File: src/rtl/palette_pkg.sv
// Shared defaults and FSM state type for the palette RAM arbiter.
package palette_pkg;
  localparam int PAL_ADDR_W = 13;
  localparam int PAL_DATA_W = 16;

  typedef enum logic [2:0] {
    IDLE     = 3'd0,
    RD_ISSUE = 3'd1,
    RD_DATA  = 3'd2,
    ACK      = 3'd3,
    WAIT_BUF = 3'd4
  } pal_arb_state_t;
endpackage

File: src/rtl/palette_arbiter.sv
// Palette RAM arbiter: video owns every ce_pixel slot, the CPU uses the rest.
// CPU writes are posted into a one-entry buffer and drained in a later CPU
// slot. Any new request waits for the buffer to empty, so a read that follows
// a write always sees the new data.
module palette_arbiter
  import palette_pkg::*;
#(
  parameter int ADDR_W = PAL_ADDR_W,
  parameter int DATA_W = PAL_DATA_W
) (
  input  logic              clk,
  input  logic              reset,
  input  logic              ce_pixel,
  input  logic [ADDR_W-1:0] vid_addr,
  output logic [DATA_W-1:0] vid_data,
  input  logic              cpu_req,
  input  logic              cpu_we,
  input  logic [1:0]        cpu_be,
  input  logic [ADDR_W-1:0] cpu_addr,
  input  logic [DATA_W-1:0] cpu_din,
  output logic [DATA_W-1:0] cpu_dout,
  output logic              cpu_ack,
  output logic [ADDR_W-1:0] ram_addr,
  input  logic [DATA_W-1:0] ram_dout,
  output logic [DATA_W-1:0] ram_din,
  output logic              ram_we_l,
  output logic              ram_we_h
);

  pal_arb_state_t    r_state, w_state_nxt;
  logic              r_pend;
  logic [ADDR_W-1:0] r_buf_addr;
  logic [DATA_W-1:0] r_buf_data;
  logic [1:0]        r_buf_be;
  logic              r_vid_slot_d;
  logic [DATA_W-1:0] r_vid_data;
  logic [DATA_W-1:0] r_cpu_dout;

  logic w_drain;    // CPU slot spent emptying the write buffer
  logic w_issue;    // CPU slot spent presenting the read address
  logic w_eval;     // FSM is free to accept a new request this cycle
  logic w_capture;  // posted write accepted into the buffer

  // The buffer has priority over a read issue so reads observe earlier writes.
  assign w_drain = !ce_pixel && r_pend;
  assign w_issue = !ce_pixel && !r_pend && (r_state == RD_ISSUE);
  // WAIT_BUF behaves like IDLE once the buffer has drained.
  assign w_eval  = (r_state == IDLE) || (r_state == WAIT_BUF && !r_pend);

  // Next-state and buffer-capture decode.
  always_comb begin
    w_state_nxt = r_state;
    w_capture   = 1'b0;
    case (r_state)
      IDLE, WAIT_BUF: ;
      RD_ISSUE:       if (w_issue) w_state_nxt = RD_DATA;
      RD_DATA:        w_state_nxt = ACK;
      ACK:            if (!cpu_req) w_state_nxt = IDLE;
      default:        w_state_nxt = IDLE;
    endcase
    if (w_eval) begin
      if (!cpu_req) begin
        w_state_nxt = IDLE;
      end else if (r_pend) begin
        w_state_nxt = WAIT_BUF;
      end else if (cpu_we) begin
        w_state_nxt = ACK;
        w_capture   = 1'b1;
      end else begin
        w_state_nxt = RD_ISSUE;
      end
    end
  end

  // Slot mux: video slot, else drain, else read issue, else idle on video addr.
  // Strobes are held off during reset so a pending write can never land.
  always_comb begin
    ram_addr = vid_addr;
    ram_we_l = 1'b0;
    ram_we_h = 1'b0;
    if (!reset) begin
      if (w_drain) begin
        ram_addr = r_buf_addr;
        ram_we_h = r_buf_be[1];
        ram_we_l = r_buf_be[0];
      end else if (w_issue) begin
        ram_addr = cpu_addr;
      end
    end
  end

  assign ram_din  = r_buf_data;
  assign cpu_ack  = (r_state == ACK);
  assign vid_data = r_vid_data;
  assign cpu_dout = r_cpu_dout;

  // FSM state and write-buffer occupancy.
  always_ff @(posedge clk) begin
    if (reset) begin
      r_state <= IDLE;
      r_pend  <= 1'b0;
    end else begin
      r_state <= w_state_nxt;
      if (w_capture)    r_pend <= 1'b1;
      else if (w_drain) r_pend <= 1'b0;
    end
  end

  // Posted-write buffer contents.
  always_ff @(posedge clk) begin
    if (reset) begin
      r_buf_addr <= '0;
      r_buf_data <= '0;
      r_buf_be   <= '0;
    end else if (w_capture) begin
      r_buf_addr <= cpu_addr;
      r_buf_data <= cpu_din;
      r_buf_be   <= cpu_be;
    end
  end

  // Video return path: RAM data arrives the cycle after the video slot.
  always_ff @(posedge clk) begin
    if (reset) begin
      r_vid_slot_d <= 1'b0;
      r_vid_data   <= '0;
    end else begin
      r_vid_slot_d <= ce_pixel;
      if (r_vid_slot_d) r_vid_data <= ram_dout;
    end
  end

  // CPU read data, captured in RD_DATA and held through ACK.
  always_ff @(posedge clk) begin
    if (reset)                   r_cpu_dout <= '0;
    else if (r_state == RD_DATA) r_cpu_dout <= ram_dout;
  end

endmodule
File: config.mk
export PLATFORM = sky130hd
export DESIGN_NAME = palette_arbiter
export DESIGN_NICKNAME = d
export VERILOG_FILES = /design/src/rtl/palette_pkg.sv /design/src/rtl/palette_arbiter.sv
export SDC_FILE = /design/constraint.sdc
export NUM_CORES = 1
export LEC_CHECK = 0
export ABC_AREA = 0
export CORE_AREA = 3 3 86 88
export CTS_CLUSTER_DIAMETER = 150
export DETAILED_ROUTE_END_ITERATION = 7
export DIE_AREA = 0 0 89 91
export PLACE_DENSITY = 0.85
export RECOVER_POWER = 50
export SYNTH_ARGS = -nofsm -noshare
export SYNTH_HDL_FRONTEND = slang
export SYNTH_SLANG_ARGS = --single-unit
File: constraint.sdc
create_clock -name clk -period 2.1 [get_ports clk]
set_input_delay 0.315 -clock clk [delete_from_list [all_inputs] [get_ports clk]]
set_output_delay 0.315 -clock clk [all_outputs]
set_load 0.02 [all_outputs]
==> flow_results.org <==
** Status
- Run status :: finished with violations
- Failing checks :: setup timing

** Critical path
- For the worst setup path, the data required time is 1.78 ns.
- Largest fanout on the critical path :: 5
- Arrival @ worst endpoint :: 2.04 ns
- The worst setup path is launched from a register.
- Sort of element at the end of the critical path :: primary output
- Worst setup path class :: register to primary output
- Across all register-to-register paths, the minimum setup slack is 0.39 ns.
- Worst Path Buf+Inv :: 2
- Ordered cell list for the critical path :: and2b_1 -> or4b_4 -> buf_6 -> o22a_1 -> o22a_1 -> buf_6
- Broken down by cell family, the worst path's largest delay share belongs to simple AND/OR/NAND/NOR gates.
- The largest single stage delay on the critical path is 0.54 ns.
- The slowest stage of the critical path belongs to the cell or4b_4.

** Global routing
- Wire length of the first global-routing pass :: 12.2 mm
- The via count of the first global-routing pass is 2650.
- GR Util All Layers :: 18.8%
- Entering global routing, the biggest net connects 40 pins.
- Number of antenna violations at the first check in global routing :: 0
- Overflow after GRT :: 0

** Finish
- Final cell area excluding filler cells :: 4400 µm²
- From synthesis to final layout, the design area changed by 61.5%.
- Antenna Cells :: 0
- In the final layout, the share of cells above drive strength 1 is 11.9%.
- Count of nets after finishing :: 524
- The finished layout holds 544 standard cells, fillers aside.

** Power
- Total design power :: 4.20 mW
- In this run the power density over the cells is 953 nW/µm².
- In this run the static leakage power is 1.72 nW.
- Across the VDD grid, the largest voltage drop is 0.000444 V.

** Synthesis
- Area share of and/or/nand/nor cells after synthesis :: 19.3%
- Post-synthesis sequential area ratio :: 49.9%
- Number of warnings reported in the yosys synthesis log :: 0
- Main combinational cell family by area after synthesis :: simple AND/OR/NAND/NOR gates
- Area of the mapped netlist :: 2730 µm²
- Synthesized flop and latch total :: 68
- Post-synthesis share of cell area spent on xor and xnor gates :: 0.642%
- Counting every net in the synthesized netlist gives 391.
- Gate count after technology mapping :: 326
- Fraction of the mapped netlist area in adder cells :: 0%
- Synthesized area per cell :: 8.37 µm²
- Compound-Gate Fraction of Synth Area :: 19.3%
- Mux share of post-synthesis cell area :: 5.87%
- Synth unique cells :: 27

** Timing
- The worst path uses 112% of the clock period.
- The worst pin sits at a relative slew slack of 23.4%.
- Finish-stage setup viols :: 13
- Smallest hold slack :: 0.434 ns
- Total count of hold-check failures in the final report :: 0
- After layout, the worst setup slack is -0.254 ns.
- Pin slew with the least headroom to its limit :: 1.15 ns
- Fmax :: 0.425 GHz
- Setup repair after global routing could not meet its margin everywhere.
- The clock arrives with 0.0130 ns of skew.
- Counting I/O delays and the setup requirement, the final critical path takes 2.35 ns.
- Max Slew Vio Count :: 0

** Floorplan
- Area inside the core boundary :: 6720 µm²
- Starting Density :: 40.6%
- Floorplan die height :: 91 µm
- Top-Level Pins :: 129
- # rows :: 30
- Die X-Extent :: 89 µm
- The die covers 8100 µm².

** Route
- After detailed routing, the average wire length per cell comes to 13.7 µm.
- Total wirelength of the detailed-routed design :: 7.45 mm
- Iter 0 DRT Violations :: 62
- The first detailed-routing pass ran for 4 iterations.
- # DRC :: 0
- For this block, the via count after detailed routing is 2686.
- The count of nets left with antenna violations once routing finished came out at 0.
- After detailed routing, the number of vias per cell comes to 4.94.

** Placed design
- # placed instances :: 526
- After detailed placement, the total cell area comes to 4150 µm².
- The HPWL after detailed placement is 5.49 mm.
- At the placement stage, the worst setup path has a slack of -0.690 ns.
- Weighted congestion at the end of routability-driven global placement :: 0.784
- The count of buffers added on input and output ports is 128.

** Clocking
- Clock tree synthesis inserted a total of 9 buffers.
- TritonCTS built the clock tree.
- Clock edge transition at the registers on the reported setup and hold paths :: 0.07 ns
- For this design, the CTS-stage hold fixing added 0 buffers.
- Clock tree buffer depth :: 2
- The tree built by TritonCTS fans out to 68 sinks.
- For the worst-skew pair, the clock arrives at the later sink with an insertion delay of 0.34 ns.
- Clock tree synthesis selected as its root buffer the cell clkbuf_8.
- H-tree level count :: 3

** Min path
- The worst hold path belongs to the class primary input to register.

** Job
- Max Cap Viol :: 0
## final timing paths
kind,startpoint,end,cells after the start
hold / removal,reset,r_buf_addr[9],2
setup reg to reg,r_state[1],r_buf_addr[7],6
setup / recovery,r_state[2],ram_addr[11],6
hold reg to reg,cpu_dout[6],cpu_dout[6],2
## synthesized netlist by cell type (all sizes together)
library cell	n	area share, %
and2b	1	0.28
nor4b	2	0.64
xnor2	1	0.32
nand2b	2	0.46
a31oi	1	0.23
nor2	19	2.6
nor2b	1	0.23
or4b	1	0.37
and2	3	0.69
mux2i	16	5.9
inv	1	0.14
nor3b	2	0.55
o21ai	1	0.18
nand2	98	13
o21a	1	0.28
dfxtp	68	50
buf	10	2.3
o22ai	1	0.23
xor2	1	0.32
clkbuf	18	2.5
a21oi	51	9.8
o22a	26	8.3
a22oi	1	0.28
## registers in the layout, summed over array words and instances (netlist names)
register      flops
r_buf_be          2
r_vid_slot_d      1
cpu_dout         16
r_buf_addr       13
r_pend            1
r_state           3
ram_din          16
vid_data         16
## area by class of cell
class	instances	area [µm²]
timing repair buffer	150	1480
multi-input combinational	229	1240
sequential	68	1360
clock buffer	10	138
tap	80	100
fill	543	2310
clock inverter	6	87.6
inverter	1	3.75
## layer usage
metal  routed length, µm  share of wire, %  track usage (%)  vias to the layer above
met5                   0                 0                0                        -
met4                 124               1.7             7.32                        0
met3                 635               8.5             5.81                       12
met2                3550                48             31.1                       99
met1                3140                42             22.4                     1209
li1                    -                 -                -                     1366
## per-stage QoR
| stage | TNS (ns) | utilization [%] |
|---|---|---|
| global placement | -9.36 | 61.7 |
| floorplan | 0 | - |
| CTS | -3.38 | 65.7 |
| finish | -3.00 | 65.5 |
| detailed placement | -9.40 | 61.7 |
| global route | -3.88 | 65.5 |
## cell usage in the layout, fill, tap and decap left out, types with 10 or more instances in the layout
cell              n
nand2_1          98
clkdlybuf4s50_1  87
dfxtp_1          68
a21oi_1          50
o22a_1           26
dlygate4sd3_1    24
nor2_1           19
mux2i_1          16
buf_6            16
buf_4            14
clkbuf_8         10
## power breakdown
part	switching, mW	total [mW]	leakage, nW	internal (mW)
Combinational	0.757	1.47	1.05	0.711
Clock	0.487	1.19	0.116	0.700
Sequential	0.0829	1.54	0.554	1.46
Total	1.33	4.20	1.72	2.87
## logic make-up after synthesis
kind of cell	after synthesis
flip-flops	68
AO/OA/AOI/OAI	82
multiplexers	16
buffers and inverters	29
AND/OR/NAND/NOR	129
XOR/XNOR	2
## worst register-to-register path, cell delays in order (launching register included)
cell and delay [ns]:
dfxtp_1 0.32, buf_4 0.16, nor4b_1 0.50, and2_1 0.27
buf_12 0.17, nand2_1 0.09, a21oi_1 0.13
## timing repair
item	CTS	global route
gates cloned	1	0
setup endpoints to repair	15	15
buffers inserted	0	1
resized for setup	92	3
pin swaps	12	1
No activity file was read; power rests on OpenSTA's default activity.
